==> src/rtl/phase_clock_ctrl_pkg.sv <==
// phase_clock_ctrl_pkg
// Shared definitions for the two-phase clock controller: default counter
// width, one-hot state encoding and the config-port address map.
// No ports; imported by phase_clock_ctrl and phase_timer.
package phase_clock_ctrl_pkg;

  // Default width of the length registers and the phase down-counter.
  localparam int DEF_CNT_W = 9;

  // Bit position of each state inside the one-hot state vector.
  localparam int IDX_IDLE = 0;
  localparam int IDX_P1   = 1;
  localparam int IDX_G1   = 2;
  localparam int IDX_P2   = 3;
  localparam int IDX_G2   = 4;

  // One-hot states. phi_1 and phi_2 are taken straight from the P1 and P2 bits.
  typedef enum logic [4:0] {
    ST_IDLE = 5'b00001,
    ST_P1   = 5'b00010,
    ST_G1   = 5'b00100,
    ST_P2   = 5'b01000,
    ST_G2   = 5'b10000
  } state_t;

  // Config-port addresses. Address 3 is a no-op.
  localparam logic [1:0] ADDR_P1  = 2'd0;
  localparam logic [1:0] ADDR_GAP = 2'd1;
  localparam logic [1:0] ADDR_P2  = 2'd2;

endpackage

==> src/rtl/phase_clock_ctrl_timer.sv <==
// phase_timer
// Loadable down-counter that times each non-IDLE phase. It holds at zero
// once it gets there, and zero_o tells the FSM that the phase is complete.
// Ports:
//   clk, rst     clock and asynchronous active-high reset
//   load_i       load load_val_i on this edge (this wins over counting)
//   load_val_i   value to load: phase length minus one
//   zero_o       high while the count is zero
module phase_timer
  import phase_clock_ctrl_pkg::*;
#(
  parameter int CNT_W = DEF_CNT_W
) (
  input  logic             clk,
  input  logic             rst,
  input  logic             load_i,
  input  logic [CNT_W-1:0] load_val_i,
  output logic             zero_o
);

  logic [CNT_W-1:0] count_q;

  always_ff @(posedge clk or posedge rst) begin
    if (rst) begin
      count_q <= '0;
    end else if (load_i) begin
      count_q <= load_val_i;
    end else if (count_q != '0) begin
      count_q <= count_q - 1'b1;
    end
  end

  assign zero_o = (count_q == '0);

endmodule

==> src/rtl/phase_clock_ctrl.sv <==
// phase_clock_ctrl
// Two-phase non-overlapping clock generator for the CPU core. It runs the
// sequence P1 -> G1 -> P2 -> G2. It can free-run, execute a single step, or
// halt cleanly at a cycle boundary. The phase and gap lengths can be set at
// runtime.
// Ports:
//   clk, rst              clock and asynchronous active-high reset
//   cfg_we/addr/wdata     write port for the P1, GAP and P2 length registers
//   run                   level input: free-run while high
//   step_req              pulse input: run one full cycle from IDLE
//   step_ack              one-cycle pulse when a stepped cycle ends
//   halted                high while in IDLE
//   phi_1, phi_2          the two phase clocks, each taken from one state flop
//   cyc_count             number of completed cycles, modulo 2^32
module phase_clock_ctrl
  import phase_clock_ctrl_pkg::*;
#(
  parameter int CNT_W   = DEF_CNT_W,
  parameter int DEF_P1  = 100,
  parameter int DEF_GAP = 100,
  parameter int DEF_P2  = 100
) (
  input  logic             clk,
  input  logic             rst,
  input  logic             cfg_we,
  input  logic [1:0]       cfg_addr,
  input  logic [CNT_W-1:0] cfg_wdata,
  input  logic             run,
  input  logic             step_req,
  output logic             step_ack,
  output logic             halted,
  output logic             phi_1,
  output logic             phi_2,
  output logic [31:0]      cyc_count
);

  // A stored length of L gives a counter load value of L-1. A length of 0
  // is treated as 1.
  function automatic logic [CNT_W-1:0] len_to_load(input logic [CNT_W-1:0] len);
    return (len == '0) ? '0 : len - 1'b1;
  endfunction

  state_t           state_q, state_d;
  logic [CNT_W-1:0] len_p1_q, len_gap_q, len_p2_q;
  logic [CNT_W-1:0] sh_gap_q, sh_p2_q;
  logic [CNT_W-1:0] p1_fwd, gap_fwd, p2_fwd;
  logic             step_q, step_set, step_clr;
  logic             ack_q, ack_d;
  logic             halted_q;
  logic [31:0]      cyc_q;
  logic             cyc_inc;
  logic             tmr_load, tmr_zero;
  logic [CNT_W-1:0] tmr_val;
  logic             enter_p1;

  // These are the length values after any write on this edge has been
  // applied. A write that lands on the same edge as P1 entry is therefore
  // used by the cycle that starts on that edge.
  assign p1_fwd  = (cfg_we && cfg_addr == ADDR_P1)  ? cfg_wdata : len_p1_q;
  assign gap_fwd = (cfg_we && cfg_addr == ADDR_GAP) ? cfg_wdata : len_gap_q;
  assign p2_fwd  = (cfg_we && cfg_addr == ADDR_P2)  ? cfg_wdata : len_p2_q;

  phase_timer #(.CNT_W(CNT_W)) u_timer (
    .clk        (clk),
    .rst        (rst),
    .load_i     (tmr_load),
    .load_val_i (tmr_val),
    .zero_o     (tmr_zero)
  );

  // Next-state logic. Each state moves on when the timer reaches zero, and
  // the timer is reloaded for the state being entered. Run has priority over
  // step in IDLE. A step is only ever accepted from IDLE.
  always_comb begin
    state_d  = state_q;
    tmr_load = 1'b0;
    tmr_val  = '0;
    step_set = 1'b0;
    step_clr = 1'b0;
    ack_d    = 1'b0;
    cyc_inc  = 1'b0;
    enter_p1 = 1'b0;
    unique case (state_q)
      ST_IDLE: begin
        if (run || step_req) begin
          state_d  = ST_P1;
          enter_p1 = 1'b1;
          tmr_load = 1'b1;
          tmr_val  = len_to_load(p1_fwd);
          step_set = !run;
        end
      end
      ST_P1: begin
        if (tmr_zero) begin
          state_d  = ST_G1;
          tmr_load = 1'b1;
          tmr_val  = len_to_load(sh_gap_q);
        end
      end
      ST_G1: begin
        if (tmr_zero) begin
          state_d  = ST_P2;
          tmr_load = 1'b1;
          tmr_val  = len_to_load(sh_p2_q);
        end
      end
      ST_P2: begin
        if (tmr_zero) begin
          state_d  = ST_G2;
          tmr_load = 1'b1;
          tmr_val  = len_to_load(sh_gap_q);
        end
      end
      ST_G2: begin
        if (tmr_zero) begin
          cyc_inc = 1'b1;
          if (run && !step_q) begin
            state_d  = ST_P1;
            enter_p1 = 1'b1;
            tmr_load = 1'b1;
            tmr_val  = len_to_load(p1_fwd);
          end else begin
            state_d  = ST_IDLE;
            ack_d    = step_q;
            step_clr = 1'b1;
          end
        end
      end
      default: begin
        state_d = ST_IDLE;
      end
    endcase
  end

  // FSM and output registers. The shadow lengths are captured on each P1
  // entry so that the whole cycle uses one consistent set of lengths.
  always_ff @(posedge clk or posedge rst) begin
    if (rst) begin
      state_q   <= ST_IDLE;
      len_p1_q  <= CNT_W'(DEF_P1);
      len_gap_q <= CNT_W'(DEF_GAP);
      len_p2_q  <= CNT_W'(DEF_P2);
      sh_gap_q  <= CNT_W'(DEF_GAP);
      sh_p2_q   <= CNT_W'(DEF_P2);
      step_q    <= 1'b0;
      ack_q     <= 1'b0;
      halted_q  <= 1'b1;
      cyc_q     <= '0;
    end else begin
      state_q   <= state_d;
      len_p1_q  <= p1_fwd;
      len_gap_q <= gap_fwd;
      len_p2_q  <= p2_fwd;
      if (enter_p1) begin
        sh_gap_q <= gap_fwd;
        sh_p2_q  <= p2_fwd;
      end
      if (step_set) begin
        step_q <= 1'b1;
      end else if (step_clr) begin
        step_q <= 1'b0;
      end
      ack_q    <= ack_d;
      halted_q <= (state_d == ST_IDLE);
      if (cyc_inc) begin
        cyc_q <= cyc_q + 32'd1;
      end
    end
  end

  assign phi_1     = state_q[IDX_P1];
  assign phi_2     = state_q[IDX_P2];
  assign step_ack  = ack_q;
  assign halted    = halted_q;
  assign cyc_count = cyc_q;

endmodule

==> config.mk <==
export PLATFORM = sky130hd
export DESIGN_NAME = phase_clock_ctrl
export DESIGN_NICKNAME = d
export VERILOG_FILES = /design/src/rtl/phase_clock_ctrl_pkg.sv /design/src/rtl/phase_clock_ctrl_timer.sv /design/src/rtl/phase_clock_ctrl.sv
export SDC_FILE = /design/constraint.sdc
export NUM_CORES = 1
export LEC_CHECK = 0
export ABC_AREA = 1
export BUFFER_PORTS_ARGS = -buffer_cell sky130_fd_sc_hd__buf_2
export CORE_MARGIN = 5
export CORE_UTILIZATION = 28
export CTS_CLUSTER_SIZE = 40
export DETAILED_ROUTE_END_ITERATION = 16
export SETUP_SLACK_MARGIN = 0.1
export SYNTH_ARGS = -nofsm -noshare
export SYNTH_HDL_FRONTEND = slang
export SYNTH_HIERARCHICAL = 1
export SYNTH_SLANG_ARGS = --single-unit
==> constraint.sdc <==
create_clock -name clk -period 2.7 [get_ports clk]
set_input_delay 0.135 -clock clk [delete_from_list [all_inputs] [get_ports clk]]
set_output_delay 0.135 -clock clk [all_outputs]
set_load 0.05 [all_outputs]
==> metrics.yaml, run 1 <==
finish:
  multi_input_area_um2: 2340
  final_util_pct: 33.3
  area_delta_synth_final_pct: 16.7
  fillers: 1911
  final_nets: 733
  regArea_um2: 2370
  diodes: 0
  drive_above_1_share_pct: 17.3
clock_network:
  tritoncts_num_sinks: 94
  cts_made_buffers: 9
  clk_pin_slew_worst_paths_ns: 0.07
  htree_levels: 3
  insertion_delay_ns: 0.36
  clk_path_buf_depth: 2
  cts_tree: "done"
  clockRootBuffer: "clkbuf_16"
timing:
  fin_crit_sh_pct: 87.4
  slew_headroom_pct: 38.6
  finalSetupViolations: 0
  max_freq_ghz: 0.424
  finalMaxSlewViolations: 0
  worst_pin_slew_ns: 0.920
  rsz0062_at_grt: "yes"
  finalSetupTns_ns: 0
  finClkSkew_ns: 0.0147
  fin_crit_ns: 2.36
  finalHoldViolations: 0
yosys:
  yosys-mux-area-fraction_pct: 0.195
  synth.area.top_cells: "dfrtp_1, nand2_1, dfstp_2"
  synth-simple-area-share_pct: 29.4
  syn_nets: 674
  ys_async_sr_fraction_pct: 100
  synth_enable_flop_cells: 0
  synth_fa_ha_area_share_pct: 0.977
  synth_top_cell_area_share_pct: 37.6
  synth_compound_area_share_pct: 7.62
  ys_seq_elements: 94
  synth_largest_area_cell: "dfrtp_1"
  synth_area_per_cell_um2: 7.84
  yosysMostFrequentCell: "nand2_1"
  yosys_warnings: 6
  ys_seq_area_share_pct: 46.3
  synth_cells: 654
  synth_common_cells: "nand2_1, inv_1, dfrtp_1"
  synthDistinctLibCells: 34
  synth_top_family_by_area: "simple AND/OR/NAND/NOR gates"
  syn_area_um2: 5120
  synthXorXnorAreaFrac_pct: 7.35
  yosys_most_used_dff: "dfrtp_1"
global_routing:
  grt_overflow: 0
  antenna_found_initial: 0
  grt_usage_pct: 12.1
  grt_pass1_vias: 4278
  grt_start_max_net_pins: 51
  grt_pass1_wl_um: 21200
detailed_routing:
  drt-initial-drc-count: 221
  firstDrtPassIters: 4
  wl_per_cell_um: 13.0
  vias_per_cell: 4.50
  vias: 4258
  wl_um: 12300
  drc: 0
  ant_nets: 0
placement:
  place_congestion: 0.811
  portBuffers: 51
  hpwl_um: 9280
status:
  status: "complete, no violations"
worst_setup_path:
  reg2reg_setup_slack_ns: 0.34
  critPathMaxFanout: 12
  startpoint: "u_timer/count_q[0]"
  arrival_ns: 2.59
  endpoint_kind: "flip-flop"
  worst-endpoint-required_ns: 2.93
  worstReg2RegStart: "u_timer/count_q[0]"
  crit-reg2reg-capture: "u_timer/count_q[4]"
  critPathKind: "reg2reg"
  critPathLaunchType: "flip-flop"
  reg2regPathDepth: 15
  endpoint: "u_timer/count_q[4]"
floorplan:
  core_area_um2: 18000
  die_w_um: 145
  die_area_um2: 21100
  num_rows: 49
  start_util_pct: 28.5
  ios: 52
  fp.dieH_um: 145
power:
  vdd_drop_max_v: 0.000340
  p_leak_uw: 0.00297
  power.density_nw_per_um2: 792
min_path:
  min_path_type: "in2reg"
job:
  drv_cap: 0
[how the worst min path moves through the flow]
stage / from / to / slack, ns / cells past startpoint
after floorplan: rst / u_timer/count_q[0] / -0.04 / 1
after CTS: step_req / step_q / 0.06 / 3
after detailed placement: rst / u_timer/count_q[7] / 0.16 / 2
after global routing: step_req / step_q / 0.09 / 3
final: step_req / step_q / 0.08 / 3
after global placement: rst / u_timer/count_q[5] / 0.16 / 2
[per-layer routing]
metal  global-route usage (%)  vias up  part of all wire [%]
li1                         -     2165                     -
met1                     16.7     1997                    49
met2                     18.8       76                    45
met3                     3.06       20                   4.2
met4                     3.50        0                   1.7
met5                        0        -                     0
[layout make-up]
type                            instances  area share, %
Multi-Input combinational cell        455           39.1
Timing Repair Buffer                   58           5.52
Clock inverter                          7           1.11
Inverter                               95           5.98
Sequential cell                        94           39.7
Clock buffer                            9           3.77
Tap cell                              229           4.79
[per-stage QoR]
step	instance area, um^2	std cells	setup WS (ns)	power [uW]	hold WS [ns]
floorplan	5120	654	0.350	3140	-0.0371
global placement	5660	929	0.273	3460	0.158
detailed placement	5660	929	0.160	3490	0.162
CTS	5960	946	0.140	4770	0.0618
global route	5980	947	0.0724	5100	0.0853
finish	5980	947	0.341	4730	0.0773
[power by group]
| group | internal (uW) | switching [uW] | leakage, uW |
|---|---|---|---|
| Clock | 645 | 613 | 0.000136 |
| Combinational | 549 | 1020 | 0.00165 |
| Sequential | 1720 | 185 | 0.00118 |
[worst max-delay path: stages, from the launching register on]
cell and delay [ns]:
dfrtp_1 0.39, inv_2 0.09, ha_2 0.24, nand2_2 0.09, nor2_4 0.17, nand2_1 0.10, inv_1 0.10, inv_2 0.08
nor2_8 0.11, nand2_1 0.05, nand2_1 0.12, inv_1 0.10, nand2_2 0.18, inv_1 0.15, o21ai_0 0.21, nor2_1 0.06
[logic make-up (layout without fill, tap and decap cells)]
logic type,Yosys count,count (layout)
AO/OA/AOI/OAI,74,74
XOR/XNOR,43,43
adder cells (fa/ha/maj),4,4
buffers and inverters,105,169
flip-flops,94,94
multiplexers,1,1
AND/OR/NAND/NOR,333,333
[cell usage in the layout (no fill, tap or decap), types with 9 or more instances in the layout]
master | Yosys | layout
o21ai_0 | 35 | 35
o21ai_1 | 29 | 29
nand4_1 | 14 | 14
nor2_1 | 62 | 62
dfstp_2 | 17 | 17
nand2_1 | 191 | 190
xnor2_1 | 14 | 14
buf_2 | 6 | 51
clkbuf_16 | 0 | 9
dfrtp_1 | 77 | 77
xor2_1 | 29 | 29
inv_1 | 91 | 89
nand3_1 | 31 | 31
[timing repair]
action,in CTS,in global routing
endpoints found under the setup margin,0,20
endpoints found under the hold margin,9,0
hold buffers,1,0
gates resized for setup,0,5
setup buffers,0,1
[flip-flops by register name, summed over array words and instances (netlist names)]
| name | flops |
|---|---|
| len_p2_q | 9 |
| len_gap_q | 9 |
| halted | 1 |
| cyc_count | 32 |
| step_q | 1 |
| sh_gap_q | 9 |
| sh_p2_q | 9 |
| len_p1_q | 9 |
| state_q | 5 |
| u_timer/count_q | 9 |
| step_ack | 1 |
(Power assumes the default switching activity.)
==> inputs of run 2 (changes only) <==
--- a/config.mk
+++ b/config.mk
@@ -7,6 +7,7 @@
 export LEC_CHECK = 0
 export ABC_AREA = 1
 export BUFFER_PORTS_ARGS = -buffer_cell sky130_fd_sc_hd__buf_2
+export CAP_MARGIN = 20
 export CORE_MARGIN = 5
 export CORE_UTILIZATION = 28
 export CTS_CLUSTER_SIZE = 40
==> constraint.sdc (replaced) <==
create_clock -name clk -period 2.05 [get_ports clk]
set_input_delay 0.1025 -clock clk [delete_from_list [all_inputs] [get_ports clk]]
set_output_delay 0.1025 -clock clk [all_outputs]
set_load 0.05 [all_outputs]
==> run 2 against run 1 <==
- worst setup slack got worse by 0.13 ns
- total power grew 36%
- clock skew decreased by 0.0039 ns
- fmax is 28% higher
- design area rose by 4.2%
- die area unchanged
- sequential power up 31%
- register-to-register slack got worse by 0.13 ns
- worst hold slack got worse by 0.028 ns
- clock power is 25% higher
- combinational power grew 51%
- global-route usage rose by 0.15 points
- largest power group unchanged
- highest routed layer unchanged
==> metrics.yaml, run 2 (synthesized netlist as in run 1, its figures left out) <==
timing:
  slew_headroom_pct: 59.0  # was 38.6%
  finalSetupViolations: 0  # unchanged
  rsz0062_at_grt: "yes"  # unchanged
  finalMaxSlewViolations: 0  # unchanged
  finClkSkew_ns: 0.0109  # was 0.0147 ns
  worst_pin_slew_ns: 0.614  # was 0.920 ns
  fin_crit_sh_pct: 89.8  # was 87.4%
  setup_slack_ns: 0.209  # was 0.341 ns
  finalSetupTns_ns: 0  # unchanged
  max_freq_ghz: 0.543  # was 0.424 GHz
  fin_crit_ns: 1.84  # was 2.36 ns
  finalHoldViolations: 0  # unchanged
worst_setup_path:
  critPathKind: "reg2reg"  # unchanged
  arrival_ns: 2.09  # was 2.59 ns
  critPathMaxFanout: 6  # was 12
  endpoint_kind: "flip-flop"  # unchanged
  reg2regPathDepth: 14  # was 15
  reg2reg_setup_slack_ns: 0.21  # was 0.34 ns
  critPathLaunchType: "flip-flop"  # unchanged
  worst-endpoint-required_ns: 2.30  # was 2.93 ns
global_routing:
  grt_usage_pct: 12.2  # was 12.1%
  grt.busiest_layer: "met2"  # unchanged
  antenna_found_initial: 0  # unchanged
  grt_util_met3_pct: 2.43  # was 3.06%
  grt_util_met2_pct: 19.5  # was 18.8%
  grtUsageMet1_pct: 16.7  # about the same
  grt_pass1_wl_um: 21400  # was 21,200 um
  grt_start_max_net_pins: 46  # was 51
  grt_pass1_vias: 4355  # was 4,278
  grt_overflow: 0  # unchanged
floorplan:
  die_w_um: 145  # unchanged
  num_rows: 49  # unchanged
  die_area_um2: 21100  # unchanged
  fp.dieH_um: 145  # unchanged
  start_util_pct: 28.5  # unchanged
  ios: 52  # unchanged
  core_area_um2: 18000  # unchanged
finish:
  final_nets: 751  # was 733
  final_cell_mix: "nand2_1, inv_1, dfrtp_1"  # unchanged
  drive_above_1_share_pct: 22.3  # was 17.3%
  fin_area_um2: 6230  # was 5980 um^2
  diodes: 0  # unchanged
  final_common_cell: "nand2_1"  # unchanged
  fillers: 1867  # was 1,911
  largest_reg_flops: 32  # unchanged
  area_delta_synth_final_pct: 21.6  # was 16.7%
detailed_routing:
  drt-initial-drc-count: 225  # was 221
  vias_per_cell: 4.44  # was 4.50
  vias: 4287  # was 4,258
  firstDrtPassIters: 5  # was 4
  drc: 0  # unchanged
  wl_per_cell_um: 13.0  # about the same
  ant_nets: 0  # unchanged
  wl_um: 12500  # was 12,300 um
placement:
  dpl-instance-area_um2: 5790  # was 5660 um^2
  portBuffers: 51  # unchanged
  dp_slack_ns: 0.0399  # was 0.160 ns
  place_congestion: 0.819  # was 0.811
  hpwl_um: 9360  # was 9280 um
clock_network:
  tritoncts_num_sinks: 94  # unchanged
  clk_pin_slew_worst_paths_ns: 0.07  # about the same
  clk_path_buf_depth: 2  # unchanged
  cts_tree: "done"  # unchanged
  insertion_delay_ns: 0.35  # was 0.36 ns
  htree_levels: 3  # unchanged
  cts_made_buffers: 9  # unchanged
  clockRootBuffer: "clkbuf_16"  # unchanged
job:
  drv_cap: 0  # unchanged
power:
  power.density_nw_per_um2: 1040  # was 792 nW/um^2
  p_leak_uw: 0.00308  # was 0.00297 uW
  vdd_drop_max_v: 0.000419  # was 0.000340 V
min_path:
  hold_depth: 3  # unchanged
  min_path_type: "in2reg"  # unchanged
status:
  status: "complete, no violations"  # unchanged
==> run 2: cell count changes in the layout (fill, tap and decap cells not counted), sizes merged <==
cell / previous run / this run
buf: 57 / 75
clkbuf: 9 / 10
clkinvlp: 2 / 3
inv: 97 / 95
==> run 2: where the power goes <==
part	internal (uW)	leakage (uW)	switching, uW
Sequential	2270	0.00118	240
Clock	829	0.000129	748
Combinational	913	0.00177	1460
==> run 2: path summary, 6_finish.rpt <==
path                                    startpoint                  to
worst max-delay path            u_timer/count_q[0]       cyc_count[17]
min in group asynchronous                      rst  u_timer/count_q[6]
worst min register to register       cyc_count[31]       cyc_count[31]
worst max register to register  u_timer/count_q[0]       cyc_count[17]
max in group asynchronous                      rst        cyc_count[0]
worst min-delay path                      step_req              step_q
==> run 2: layout make-up <==
type	instances	area (um^2)	share of cell area (%)
clock buffers	10	229	3.67
clock inverters	6	46.3	0.743
inverters	95	373	5.98
multi-input cells	455	2440	39.2
flip-flops and latches	94	2370	38.1
well taps	229	287	4.60
repair buffers	76	483	7.75
==> run 2: what timing repair did <==
item,CTS,global route
setup endpoints to repair,18,26
hold endpoints to repair,21,0
pin swaps,2,8
gates resized for setup,1,27
setup buffers,4,5
hold buffers,1,0
==> run 2: per-stage QoR <==
step                      total power [uW]  hold slack [ns]  utilization (%)  std cells
after floorplan                       4220          -0.0696                -        654
after global placement                4730            0.117             32.2        939
after detailed placement              4750            0.114             32.2        939
after CTS                             6380           0.0429             34.0        960
after global routing                  6990           0.0652             34.7        965
final                                 6460           0.0494             34.7        965
==> run 2: per-layer routing <==
layer | share of wire (%) | vias to the layer above
met3 | 3.5 | 15
met2 | 47 | 78
met5 | 0 | -
li1 | - | 2201
met4 | 1.3 | 0
met1 | 48 | 1993
==> run 2: worst max-delay path, cell delays in order, from the launching register on <==
cell and delay [ns]:
dfrtp_1 0.39, inv_2 0.08, ha_4 0.15, nand2_4 0.06, nor2_4 0.09, nand2_2 0.08, inv_4 0.08, inv_6 0.04
nor2_8 0.09, buf_12 0.13, inv_4 0.04, nor2_4 0.12, nand3b_1 0.15, xor2_1 0.19, inv_1 0.05
